**src/rtl/fsqrt_issue_ctrl.sv**
```systemverilog
// Issue/response wrapper around a pipelined fsqrt unit: tags operands, patches IEEE
// special cases and buffers results in a credit-protected FIFO.
module fsqrt_issue_ctrl #(
  parameter int TAG_W     = 4,
  parameter int DEPTH     = 8,
  parameter int FSQRT_LAT = 3
) (
  input  logic             sys_clk,
  input  logic             rst,
  input  logic             req_valid,
  output logic             req_ready,
  input  logic [31:0]      req_x,
  input  logic [TAG_W-1:0] req_tag,
  output logic             sq_valid,
  output logic [31:0]      sq_x,
  input  logic [31:0]      sq_y,
  input  logic             sq_out_valid,
  output logic             rsp_valid,
  input  logic             rsp_ready,
  output logic [31:0]      rsp_y,
  output logic [TAG_W-1:0] rsp_tag,
  output logic             err_sync
);

  localparam int PW = (DEPTH > 1) ? $clog2(DEPTH) : 1;
  localparam int CW = $clog2(DEPTH + 1);
  localparam int DW = $clog2(FSQRT_LAT + 1);

  typedef enum logic {DRAIN, RUN} state_t;

  typedef struct packed {
    logic             vld;
    logic [TAG_W-1:0] tag;
    logic             ovr_en;
    logic [31:0]      ovr_val;
  } tp_t;

  state_t             state_q;
  logic [DW-1:0]      drain_q;
  tp_t                iss_q;
  tp_t                pipe_q [FSQRT_LAT];
  logic [31:0]        sq_x_q;
  logic               err_q;
  logic [CW-1:0]      count_q, count_d;
  logic [CW-1:0]      inflight_q, inflight_d;
  logic [PW-1:0]      wr_ptr_q, rd_ptr_q;
  logic [31+TAG_W:0]  mem_q [DEPTH];

  tp_t                head;
  logic               accept, wr, pop;
  logic               ovr_en;
  logic [31:0]        ovr_val, wr_y;

  assign head      = pipe_q[FSQRT_LAT-1];
  assign wr        = head.vld;
  assign wr_y      = head.ovr_en ? head.ovr_val : sq_y;
  assign req_ready = (state_q == RUN) &&
                     (({1'b0, count_q} + {1'b0, inflight_q}) < (CW+1)'(DEPTH));
  assign accept    = req_valid & req_ready;
  assign rsp_valid = (count_q != '0);
  assign pop       = rsp_valid & rsp_ready;
  assign rsp_y     = mem_q[rd_ptr_q][TAG_W +: 32];
  assign rsp_tag   = mem_q[rd_ptr_q][TAG_W-1:0];
  assign sq_valid  = iss_q.vld;
  assign sq_x      = sq_x_q;
  assign err_sync  = err_q;

  // Special operands still go through fsqrt so ordering is kept; only the result is replaced.
  always_comb begin
    ovr_en  = 1'b1;
    ovr_val = 32'h0;
    if (req_x[30:23] == 8'h00)
      ovr_val = {req_x[31], 31'b0};
    else if (req_x[30:23] == 8'hFF && req_x[22:0] != 23'h0)
      ovr_val = 32'h7FC00000;
    else if (req_x[30:23] == 8'hFF && !req_x[31])
      ovr_val = 32'h7F800000;
    else if (req_x[31])
      ovr_val = 32'h7FFFFFFF;
    else
      ovr_en = 1'b0;
  end

  always_comb begin
    inflight_d = inflight_q;
    if (accept && !wr)      inflight_d = inflight_q + CW'(1);
    else if (!accept && wr) inflight_d = inflight_q - CW'(1);
    count_d = count_q;
    if (wr && !pop)      count_d = count_q + CW'(1);
    else if (!wr && pop) count_d = count_q - CW'(1);
  end

  always_ff @(posedge sys_clk) begin
    if (rst) begin
      state_q    <= DRAIN;
      drain_q    <= DW'(FSQRT_LAT);
      iss_q      <= '0;
      sq_x_q     <= '0;
      err_q      <= 1'b0;
      count_q    <= '0;
      inflight_q <= '0;
      wr_ptr_q   <= '0;
      rd_ptr_q   <= '0;
      for (int i = 0; i < FSQRT_LAT; i++) pipe_q[i] <= '0;
    end else begin
      case (state_q)
        DRAIN: begin
          drain_q <= drain_q - DW'(1);
          if (drain_q <= DW'(1)) state_q <= RUN;
        end
        default: state_q <= RUN;
      endcase

      iss_q <= accept ? '{vld: 1'b1, tag: req_tag, ovr_en: ovr_en, ovr_val: ovr_val} : '0;
      if (accept) sq_x_q <= req_x;
      pipe_q[0] <= iss_q;
      for (int i = 1; i < FSQRT_LAT; i++) pipe_q[i] <= pipe_q[i-1];

      // fsqrt output valid must line up exactly with the tag pipeline head.
      if (state_q == RUN && head.vld != sq_out_valid) err_q <= 1'b1;

      inflight_q <= inflight_d;
      count_q    <= count_d;
      if (wr)  wr_ptr_q <= (wr_ptr_q == PW'(DEPTH-1)) ? '0 : wr_ptr_q + PW'(1);
      if (pop) rd_ptr_q <= (rd_ptr_q == PW'(DEPTH-1)) ? '0 : rd_ptr_q + PW'(1);
    end
  end

  always_ff @(posedge sys_clk) begin
    if (wr) mem_q[wr_ptr_q] <= {wr_y, head.tag};
  end

endmodule

```
**config.mk**
```make
export PLATFORM = sky130hd
export DESIGN_NAME = fsqrt_issue_ctrl
export DESIGN_NICKNAME = d
export VERILOG_FILES = /design/src/rtl/fsqrt_issue_ctrl.sv
export SDC_FILE = /design/constraint.sdc
export NUM_CORES = 1
export LEC_CHECK = 0
export CAP_MARGIN = 0
export CELL_PAD_IN_SITES_DETAIL_PLACEMENT = 0
export CELL_PAD_IN_SITES_GLOBAL_PLACEMENT = 1
export CORE_MARGIN = 8
export CORE_UTILIZATION = 33
export DETAILED_ROUTE_END_ITERATION = 10
export PLACE_DENSITY_LB_ADDON = 0.1
export SKIP_CTS_REPAIR_TIMING = 1
export SYNTH_ARGS = -nofsm -noshare
export SYNTH_HDL_FRONTEND = slang
export SYNTH_SLANG_ARGS = --single-unit
```
**constraint.sdc**
```tcl
create_clock -name sys_clk -period 3.53 [get_ports sys_clk]
set_input_delay 0.706 -clock sys_clk [delete_from_list [all_inputs] [get_ports sys_clk]]
set_output_delay 0.706 -clock sys_clk [all_outputs]
set_load 0.01 [all_outputs]
```
==> impl_metrics.env <==
export IMPL_register_area_um2=10520
export IMPL_finalSetupViolCount=0
export IMPL_multi_input_area_um2=3736
export IMPL_maxCapViolCount=0
export IMPL_hpwl_mm=19.45
export IMPL_wl_mm=32.75
export IMPL_fin_ws_ns=0.1663
export IMPL_vias_per_cell=4.651
export IMPL_skew_ns=0.008946
export IMPL_synth_most_common_cell="edfxtp_1"
export IMPL_reg2reg_from="count_q[0]$_SDFFE_PP0P_"
export IMPL_seq_area_frac_synth=0.7248
export IMPL_dieArea_um2=50900
export IMPL_path_class="flip-flop to output port"
export IMPL_avgSynthCellArea_um2=17.81
export IMPL_post_place_ws_ns=0.5698
export IMPL_max_stage_delay_ns=0.51
export IMPL_start_kind="flip-flop"
export IMPL_drt_pass1_iter_count=5
export IMPL_fin_util=0.4176
export IMPL_p_leak_nw=6.308
export IMPL_required_ns=2.82
export IMPL_insertedDiodeCount=0
export IMPL_status="completed"
export IMPL_cts_root_buf="clkbuf_16"
export IMPL_cts_sinks=381
export IMPL_clkTransAtPathRegs_ns=0.06
export IMPL_grt_pass1_wl_mm=50.31
export IMPL_finalHoldViolations=0
export IMPL_crit_fanout=20
export IMPL_post_route_drc_count=0
export IMPL_insertion_delay_ns=0.53
export IMPL_worst_slew_pin_slew_ns=0.8463
export IMPL_grt_overflow=0
export IMPL_drt_first_iter_violations=378
export IMPL_synth_edf_count=288
export IMPL_io_pins=145
export IMPL_synth_top_area_cell="edfxtp_1"
export IMPL_nets=1088
export IMPL_num_fill_cells=3955
export IMPL_synth_distinct_cells=39
export IMPL_initial_core_util=0.3308
export IMPL_grt_max_degree=37
export IMPL_worst_hold_startpoint="pipe_q[0][70]$_SDFF_PP0_"
export IMPL_peakVddDrop_mv=0.2984
export IMPL_die_h_um=225.6
export IMPL_ys_seq_elements=381
export IMPL_cts_tree="done"
export IMPL_wl_per_cell_um=20.18
export IMPL_busiest_layer="met2"
export IMPL_core_area_um2=43840
export IMPL_yosysTopAreaCellShare=0.5964
export IMPL_dp_cells=1535
export IMPL_async_reset_ff_frac=0
export IMPL_whs_path_depth=1
export IMPL_grt_met2_usage=0.2150
export IMPL_synth_area_leaders="edfxtp_1 60%, dfxtp_1 13%, mux4_2 11%"
export IMPL_portBuffers=144
export IMPL_synthToLayoutAreaGrowth_pct=26.26
export IMPL_grt_antenna_before_repair=1
export IMPL_grt_use_total=0.1300
export IMPL_cpMostUsedCell="buf_12"
export IMPL_path_cells="buf_12 > buf_12 > mux4_2 > mux2_2 > clkdlybuf4s50_1"
export IMPL_num_rows=77
export IMPL_period_share=0.9529
export IMPL_gp_congestion=0.6865
export IMPL_synthesis_nets=903
export IMPL_fin_crit_ns=3.364
export IMPL_regToRegSetupSlack_ns=0.81
export IMPL_yosys_warnings=0
export IMPL_cts_buffers=42
export IMPL_r2r_cells=9
export IMPL_netlist_instances=814
export IMPL_drtAntennaViolNets=0
export IMPL_arrival_ns=2.66
export IMPL_p_per_area_nw_per_um2=632.8
export IMPL_instances_no_fill=1623
export IMPL_grt_pass1_vias=8258
export IMPL_finalMaxSlewViolations=0
export IMPL_cts_max_level=2
export IMPL_vias=7548
export IMPL_synth_common_cells="288 x edfxtp_1, 93 x dfxtp_1, 72 x mux4_2"
export IMPL_die_x_um=225.6
export IMPL_hold_class="flip-flop to flip-flop"
export IMPL_rsz0062_at_grt="false"
export IMPL_fmax_mhz=297.3
export IMPL_cp_end_kind="output port"
export IMPL_drive_gt1_frac=0.2182
export IMPL_ys_flop_type="edfxtp_1"
export IMPL_whs_endpoint="pipe_q[0][108]$_SDFF_PP0_"
export IMPL_netlist_area_um2=14500
export IMPL_groute_layer_met1_usage=0.1637
export IMPL_clockBufferDepth=3
export IMPL_slew_headroom=0.4298
export IMPL_cpMaxStageDelayCell="mux4_2"
export IMPL_gr_usage_met3=0.04129
export IMPL_r2r_end="count_q[3]$_SDFFE_PP0P_"
layout by cell type (no fill, tap or decap), types with 6 or more instances in the layout:
cell type	instances
buf_12	11
inv_1	36
a21oi_1	10
edfxtp_1	288
nor2b_1	33
clkbuf_16	43
clkbuf_1	10
nor2_4	6
nor2_1	54
nor4_1	7
mux4_2	72
ha_1	14
dfxtp_1	89
clkdlybuf4s50_1	143
clkinv_1	7
mux2_2	40
o21ai_0	31
mux2i_1	36
buf_4	27
clkinv_2	6
nand2_1	10
cell families after synthesis:
| family | synth area share |
|---|---|
| AO/OA/AOI/OAI | 0.01864 |
| XOR/XNOR | 0.003624 |
| adder cells (fa/ha/maj) | 0.01484 |
| buffers and inverters | 0.02218 |
| flip-flops | 0.7248 |
| multiplexers | 0.1677 |
| AND/OR/NAND/NOR | 0.04815 |
worst max-delay path by stage:
stage | from | to | slack [ns]
2_1_floorplan | count_q[3]$_SDFFE_PP0P_ | inflight_q[3]$_SDFFE_PP0P_ | 0.76
3_3_place_gp | flip-flop | rsp_y[29] | 0.59
3_5_place_dp | flip-flop | rsp_y[29] | 0.57
4_1_cts | flip-flop | rsp_y[29] | -0.02
5_1_grt | flip-flop | rsp_y[8] | 0.05
6_report | flip-flop | rsp_y[16] | 0.17
state kept, by name (all words and copies together), names as in the netlist, 2 cells and up, named ones only:
signal      cells
wr_ptr_q        3
iss_q           9
mem_q         288
rd_ptr_q        3
pipe_q         30
count_q         4
inflight_q      4
sq_x           32
drain_q         2
metrics by stage:
stage | hold WS [ns] | power [W] | setup TNS, ns | instance area [um^2]
finish | 0.4314 | 0.01159 | 0 | 18310
global route | 0.4471 | 0.01217 | 0 | 18310
CTS | 0.4350 | 0.01173 | -0.02381 | 18210
detailed placement | 0.4231 | 0.007485 | 0 | 16890
global placement | 0.4171 | 0.007483 | 0 | 16890
floorplan | 0.4138 | 0.006612 | 0 | 14510
power by group:
| part | switching [W] | internal, W |
|---|---|---|
| logic | 0.000952 | 0.00136 |
| registers | 0.000153 | 0.00497 |
| clock network | 0.00169 | 0.00246 |
| total | 0.00280 | 0.00879 |
layout make-up:
class	instances	share of cell area
tap	592	0.04046
multi-input combinational	356	0.2041
sequential	381	0.5746
timing repair buffer	182	0.1016
inverter	36	0.007381
clock inverter	19	0.008065
clock buffer	57	0.06383
layer usage:
layer  vias to the layer above  part of all wire
li1                       3488                 -
met1                      3841              0.43
met2                       171              0.49
met3                        46             0.067
met4                         2             0.017
met5                         -           0.00040
critical path: cells and delay by family (launching register included):
family	cells	cell delay [ns]
flops	1	0.46
mux	2	0.81
buf+inv	3	0.84
Note: power is estimated with default switching activity, not from simulation.
